## src/rtl/spikecnt_sched_if.sv

```systemverilog
// Snapshot reader port of spikecnt_sched.
// master drives words out and slave accepts them.
interface spikecnt_sched_if #(
   parameter int NUM_CH = 4,
   parameter int CNT_W  = 32
);
   localparam int CH_W = (NUM_CH > 1) ? $clog2(NUM_CH) : 1;

   logic             rd_valid;
   logic             rd_ready;
   logic [CH_W-1:0]  rd_ch;
   logic [CNT_W-1:0] rd_data;

   modport master (
      output rd_valid,
      output rd_ch,
      output rd_data,
      input  rd_ready
   );

   modport slave (
      input  rd_valid,
      input  rd_ch,
      input  rd_data,
      output rd_ready
   );
endinterface

```

## src/rtl/spikecnt_sched.sv

```systemverilog
// Multi-channel spike counter with slow_clk-delimited windows and serial readout.
// Define SPIKECNT_SCHED_SAT_EN for saturating counters; otherwise they wrap.
module spikecnt_sched #(
   parameter int NUM_CH      = 4,
   parameter int CNT_W       = 32,
   parameter int SYNC_STAGES = 2
) (
   input  logic              fast_clk,
   input  logic              reset,
   input  logic              slow_clk,
   input  logic [NUM_CH-1:0] spike,
   spikecnt_sched_if.master  rd,
   output logic              frame_start,
   output logic              busy,
   output logic              overrun
);
   localparam int CH_W = (NUM_CH > 1) ? $clog2(NUM_CH) : 1;

   localparam logic [1:0] S_IDLE = 2'd0;
   localparam logic [1:0] S_SNAP = 2'd1;
   localparam logic [1:0] S_SEND = 2'd2;

   localparam logic [CH_W-1:0]  LAST_CH = CH_W'(NUM_CH - 1);
   localparam logic [CH_W-1:0]  CH_ONE  = CH_W'(1);
   localparam logic [CNT_W-1:0] CNT_ONE = CNT_W'(1);
`ifdef SPIKECNT_SCHED_SAT_EN
   localparam logic [CNT_W-1:0] CNT_MAX = '1;
`endif

   logic [SYNC_STAGES-1:0] tk_sync_q, tk_sync_d;
   logic                   tk_prev_q, tk_prev_d;
   logic [NUM_CH-1:0]      sp_sync_q [SYNC_STAGES];
   logic [NUM_CH-1:0]      sp_sync_d [SYNC_STAGES];
   logic [NUM_CH-1:0]      sp_prev_q, sp_prev_d;

   logic [1:0]       state_q, state_d;
   logic [CH_W-1:0]  rd_ch_q, rd_ch_d;
   logic             tick_pend_q, tick_pend_d;
   logic             overrun_q, overrun_d;
   logic [CNT_W-1:0] cnt_q [NUM_CH];
   logic [CNT_W-1:0] cnt_d [NUM_CH];
   logic [CNT_W-1:0] snap_q [NUM_CH];
   logic [CNT_W-1:0] snap_d [NUM_CH];

   logic              tick;
   logic [NUM_CH-1:0] sp_edge;

   always_comb begin
      tk_sync_d    = {tk_sync_q[SYNC_STAGES-2:0], slow_clk};
      tk_prev_d    = tk_sync_q[SYNC_STAGES-1];
      sp_sync_d[0] = spike;
      for (int s = 1; s < SYNC_STAGES; s++) begin
         sp_sync_d[s] = sp_sync_q[s-1];
      end
      sp_prev_d = sp_sync_q[SYNC_STAGES-1];
   end

   assign tick    = tk_sync_q[SYNC_STAGES-1] & ~tk_prev_q;
   assign sp_edge = sp_sync_q[SYNC_STAGES-1] & ~sp_prev_q;

   // The SNAP cycle swaps windows: a coincident edge seeds the new window.
   always_comb begin
      for (int i = 0; i < NUM_CH; i++) begin
         snap_d[i] = snap_q[i];
         cnt_d[i]  = cnt_q[i];
         if (state_q == S_SNAP) begin
            snap_d[i] = cnt_q[i];
            cnt_d[i]  = sp_edge[i] ? CNT_ONE : '0;
         end else if (sp_edge[i]) begin
`ifdef SPIKECNT_SCHED_SAT_EN
            if (cnt_q[i] != CNT_MAX) cnt_d[i] = cnt_q[i] + CNT_ONE;
`else
            cnt_d[i] = cnt_q[i] + CNT_ONE;
`endif
         end
      end
   end

   always_comb begin
      state_d     = state_q;
      rd_ch_d     = rd_ch_q;
      tick_pend_d = tick_pend_q;
      overrun_d   = overrun_q;
      unique case (1'b1)
         (state_q == S_IDLE): begin
            if (tick) state_d = S_SNAP;
         end
         (state_q == S_SNAP): begin
            state_d     = S_SEND;
            rd_ch_d     = '0;
            tick_pend_d = 1'b0;
         end
         (state_q == S_SEND): begin
            if (tick) begin
               tick_pend_d = 1'b1;
               overrun_d   = 1'b1;
            end
            if (rd.rd_ready) begin
               if (rd_ch_q == LAST_CH) begin
                  state_d = (tick_pend_q | tick) ? S_SNAP : S_IDLE;
               end else begin
                  rd_ch_d = rd_ch_q + CH_ONE;
               end
            end
         end
         default: state_d = S_IDLE;
      endcase
   end

   always_ff @(posedge fast_clk) begin
      if (reset) begin
         tk_sync_q   <= '0;
         tk_prev_q   <= 1'b0;
         sp_prev_q   <= '0;
         state_q     <= S_IDLE;
         rd_ch_q     <= '0;
         tick_pend_q <= 1'b0;
         overrun_q   <= 1'b0;
         for (int s = 0; s < SYNC_STAGES; s++) sp_sync_q[s] <= '0;
         for (int i = 0; i < NUM_CH; i++) begin
            cnt_q[i]  <= '0;
            snap_q[i] <= '0;
         end
      end else begin
         tk_sync_q   <= tk_sync_d;
         tk_prev_q   <= tk_prev_d;
         sp_prev_q   <= sp_prev_d;
         state_q     <= state_d;
         rd_ch_q     <= rd_ch_d;
         tick_pend_q <= tick_pend_d;
         overrun_q   <= overrun_d;
         for (int s = 0; s < SYNC_STAGES; s++) sp_sync_q[s] <= sp_sync_d[s];
         for (int i = 0; i < NUM_CH; i++) begin
            cnt_q[i]  <= cnt_d[i];
            snap_q[i] <= snap_d[i];
         end
      end
   end

   assign rd.rd_valid = (state_q == S_SEND);
   assign rd.rd_ch    = rd_ch_q;
   assign rd.rd_data  = snap_q[rd_ch_q];
   assign frame_start = (state_q == S_SNAP);
   assign busy        = (state_q == S_SEND);
   assign overrun     = overrun_q;
endmodule

```

## src/flat_wrapper.sv

```systemverilog
// flat-port wrapper written by rule: the top's interface ports become plain ports
module spikecnt_sched_flat 
#(
   parameter int NUM_CH      = 4,
   parameter int CNT_W       = 32,
   parameter int SYNC_STAGES = 2
)
  (fast_clk, reset, slow_clk, spike, frame_start, busy, overrun, rd_rd_valid, rd_rd_ch, rd_rd_data, rd_rd_ready);
  spikecnt_sched_if #(.NUM_CH(NUM_CH), .CNT_W(CNT_W)) rd_i ();
  input  logic fast_clk;
  input  logic reset;
  input  logic slow_clk;
  input  logic [NUM_CH-1:0] spike;
  output logic frame_start;
  output logic busy;
  output logic overrun;
  output wire logic [$bits(rd_i.rd_valid)-1:0] rd_rd_valid;
  output wire logic [$bits(rd_i.rd_ch)-1:0] rd_rd_ch;
  output wire logic [$bits(rd_i.rd_data)-1:0] rd_rd_data;
  input wire logic [$bits(rd_i.rd_ready)-1:0] rd_rd_ready;
  assign rd_rd_valid = rd_i.rd_valid;
  assign rd_rd_ch = rd_i.rd_ch;
  assign rd_rd_data = rd_i.rd_data;
  assign rd_i.rd_ready = rd_rd_ready;
  spikecnt_sched #(.NUM_CH(NUM_CH), .CNT_W(CNT_W), .SYNC_STAGES(SYNC_STAGES)) u_core (.fast_clk(fast_clk), .reset(reset), .slow_clk(slow_clk), .spike(spike), .rd(rd_i), .frame_start(frame_start), .busy(busy), .overrun(overrun));
endmodule
```

## config.mk

```make
export PLATFORM = sky130hd
export DESIGN_NAME = spikecnt_sched_flat
export DESIGN_NICKNAME = d
export VERILOG_FILES = /design/src/rtl/spikecnt_sched_if.sv /design/src/rtl/spikecnt_sched.sv /design/src/flat_wrapper.sv
export SDC_FILE = /design/constraint.sdc
export NUM_CORES = 1
export LEC_CHECK = 0
export BUFFER_PORTS_ARGS = -buffer_cell sky130_fd_sc_hd__buf_2
export CORE_MARGIN = 2
export CORE_UTILIZATION = 40
export DETAILED_ROUTE_END_ITERATION = 10
export PLACE_DENSITY_LB_ADDON = 0.3
export SLEW_MARGIN = 5
export SYNTH_ARGS = -nofsm -noshare
export SYNTH_HDL_FRONTEND = slang
export SYNTH_SLANG_ARGS = --single-unit
export TNS_END_PERCENT = 20
```

## constraint.sdc

```tcl
create_clock -name fast_clk -period 14.2 [get_ports fast_clk]
set_input_delay 2.84 -clock fast_clk [delete_from_list [all_inputs] [get_ports fast_clk]]
set_output_delay 2.84 -clock fast_clk [all_outputs]
set_load 0.1 [all_outputs]
```

==> results.ini <==
[outcome]
run_status=finished clean

[global_routing]
antenna_found_initial=0
grt-ovfl-total=0
grt_max_degree=165
grt_pass1_wl_microns=44100
grt_usage_pct=16.6
grt_pass1_vias=8033

[clock_tree]
clk_pin_slew_ns=0.06
htreeDepth=1
cts_tree=done
cts_buffer_depth=3
hold_buffers=0
cts_sinks=279
cts_buffers=30
root_buffer=clkbuf_16
post_cts_buffers=0
clk_latency_ns=0.54
cts_resized=0

[floorplan]
core_area_sq_mm=0.0305
start_util_pct=40.6
die_y_microns=180
rows=64
die_area_sq_mm=0.0324
io_pins=46
die_x_microns=180

[yosys]
synth.area.top_cells=edfxtp_1 (31%), dfxtp_1 (24%), and2_1 (6.0%)
ys.flop_type=dfxtp_1
synthesis.area_sq_mm=0.0124
synth_cell_types=47
yosysSeqAreaShare_pct=55.5
avgSynthCellArea_sq_um=11.1
ys_ff_latch=279
syn_nets=1133
synthArstFlopShare_pct=0
yosys_warnings=0
syn_inst=1116
synth_top_area_share_pct=31.1
synth_edf_count=128
synth_area_leader_cell=edfxtp_1

[critical_path]
cp_common_cell=buf_4
crit_family=buffers and inverters
crit_type=in -> reg
cp.arrival_ns=5.71
crit_fanout=164
critPathBufInv=4
worst_ep_required_time_ns=14.37
critPathSlowestCell=buf_4
start_kind=primary input
endpoint_kind=register
path_cells=buf_2 > buf_4 > nor2_1 > inv_8 > buf_4
max_stage_delay_ns=0.90

[sta]
finalSetupViolCount=0
maxSlewViolCount=0
fmaxAchievable_mhz=181
finalHoldViolations=0
fin_setup_tns_ns=0
fin_skew_ns=0.00598
relSlewSlack_pct=26.0
period_minus_slack_ns=5.54
tightestPinTransition_ns=1.10
rsz0062_at_grt=no
period_share_pct=39.0

[power]
p_int_mw=1.46
p_seq_share_pct=46.9
switchingPower_mw=0.632
p_leak_nw=4.64
p_sw_share_pct=30.3
p_comb_share_pct=16.1
irDropWorstVdd_mv=0.0913
p_clk_share_pct=37.1
power.density_mw_per_mm2=150

[place]
routabilityCongestion=0.812
dp.cells=1499
io_buffers=45
dp_hpwl_microns=17300

[drt]
drtIter0Drc=725
wl_per_cell_microns=17.6
drt-vias-per-instance=5.49
firstDrtPassIters=5
drcViolationCount=0
routed_wl_microns=27400
vias=8543
drt.antenna.violating_nets=0

[final_layout]
final_cells=1555
drive_above_1_share_pct=12.4
nets=1152
area_growth_pct=12.3
antenna_cells=0

[hold_path]
min_path_type=reg -> reg

[job]
maxCapViolCount=0

-- power by group through the flow --
stage | registers (mW) | logic, mW | clock network (mW)
finish | 0.979 | 0.335 | 0.774
global route | 0.985 | 0.350 | 0.825
CTS | 0.977 | 0.339 | 0.788
detailed placement | 0.992 | 0.339 | 0
global placement | 0.992 | 0.338 | 0
floorplan | 0.977 | 0.277 | 0
-- cell families (layout without fill, tap and decap cells) --
kind of cell               count (synthesis)  after routing  synth area share, %
buffers and inverters                     88            131                 2.78
adders and majority gates                  9              9                0.910
muxes                                     43             43                 6.71
DFF                                      279            279                 55.5
and+or+nand+nor                          494            494                 23.5
AOI/OAI and AO/OA                        162            162                 7.75
xor gates and xnor gates                  41             41                 2.90
-- flip-flops by register name, indices dropped and copies added, names as in the netlist, named ones only --
| name | flops |
|---|---|
| u_core.state_q | 2 |
| u_core.sp_sync_q | 8 |
| u_core.tk_sync_q | 2 |
| u_core.cnt_q | 128 |
| u_core.tick_pend_q | 1 |
| u_core.rd.rd_ch | 2 |
| u_core.tk_prev_q | 1 |
| u_core.snap_q | 128 |
| u_core.sp_prev_q | 4 |
| u_core.overrun | 1 |
-- Yosys cell counts, drive strengths merged, types with 2 or more instances --
master	instances
nand3b	3
o31ai	41
nor4	11
a21oi	79
clkbuf	54
or3	33
xnor2	18
a31o	2
nor2	57
nand4b	3
nand3	39
ha	9
mux4	32
nand4	42
and4b	5
and3	8
edfxtp	128
or4	47
mux2i	11
and4	16
or2	3
inv	21
xor2	23
o311ai	3
nor3	24
dfxtp	151
or4b	3
and2	118
buf	12
nor2b	26
o21ai	29
nand2	54
o41ai	3
-- metrics by stage --
| stage | setup WS [ns] | hold slack [ns] | util, % | power, mW | instance area [sq um] |
|---|---|---|---|---|---|
| 3_5_place_dp | 8.15 | 0.428 | 42.3 | 1.33 | 12900 |
| 4_1_cts | 8.74 | 0.442 | 45.5 | 2.10 | 13900 |
| 6_report | 8.66 | 0.436 | 45.5 | 2.09 | 13900 |
| 3_3_place_gp | 8.13 | 0.417 | 42.3 | 1.33 | 12900 |
| 5_1_grt | 8.50 | 0.458 | 45.5 | 2.16 | 13900 |
| 2_1_floorplan | 6.48 | 0.414 | - | 1.25 | 12400 |
-- routing by layer --
metal	GRT usage (%)	share of wire [%]
met5	0	0
met4	4.78	2.3
met3	2.03	4.4
met2	26.0	45
met1	24.1	48
-- cell type report --
class / instances / area [sq um]
fill: 2758 / 16600
sequential: 279 / 6870
multi-input combinational: 749 / 5170
clock buffer: 37 / 808
tap: 396 / 495
timing repair buffer: 53 / 285
clock inverter: 19 / 175
inverter: 22 / 90.1
-- worst paths after layout --
| kind | slack, ns | cells past startpoint | to | from |
|---|---|---|---|---|
| setup / recovery | 8.66 | 5 | u_core.snap_q[0][7]$_SDFFCE_PN0P_ | reset |
| setup reg to reg | 10.90 | 6 | u_core.snap_q[0][7]$_SDFFCE_PN0P_ | u_core.state_q[1]$_SDFFE_PP0P_ |
| hold reg to reg | 0.44 | 1 | u_core.sp_sync_q[0][4]$_SDFF_PP0_ | u_core.sp_sync_q[0][0]$_SDFF_PP0_ |
| hold / removal | 0.44 | 1 | u_core.sp_sync_q[0][4]$_SDFF_PP0_ | u_core.sp_sync_q[0][0]$_SDFF_PP0_ |
-- layout by cell type (no fill, tap or decap), drive strengths merged, types with 41 or more instances in the layout --
| cell type | n |
|---|---|
| or4 | 47 |
| a21oi | 79 |
| nand4 | 42 |
| edfxtp | 128 |
| nand2 | 54 |
| buf | 53 |
| and2 | 118 |
| nor2 | 57 |
| o31ai | 41 |
| dfxtp | 151 |
Power figures use the tool's default switching activity.
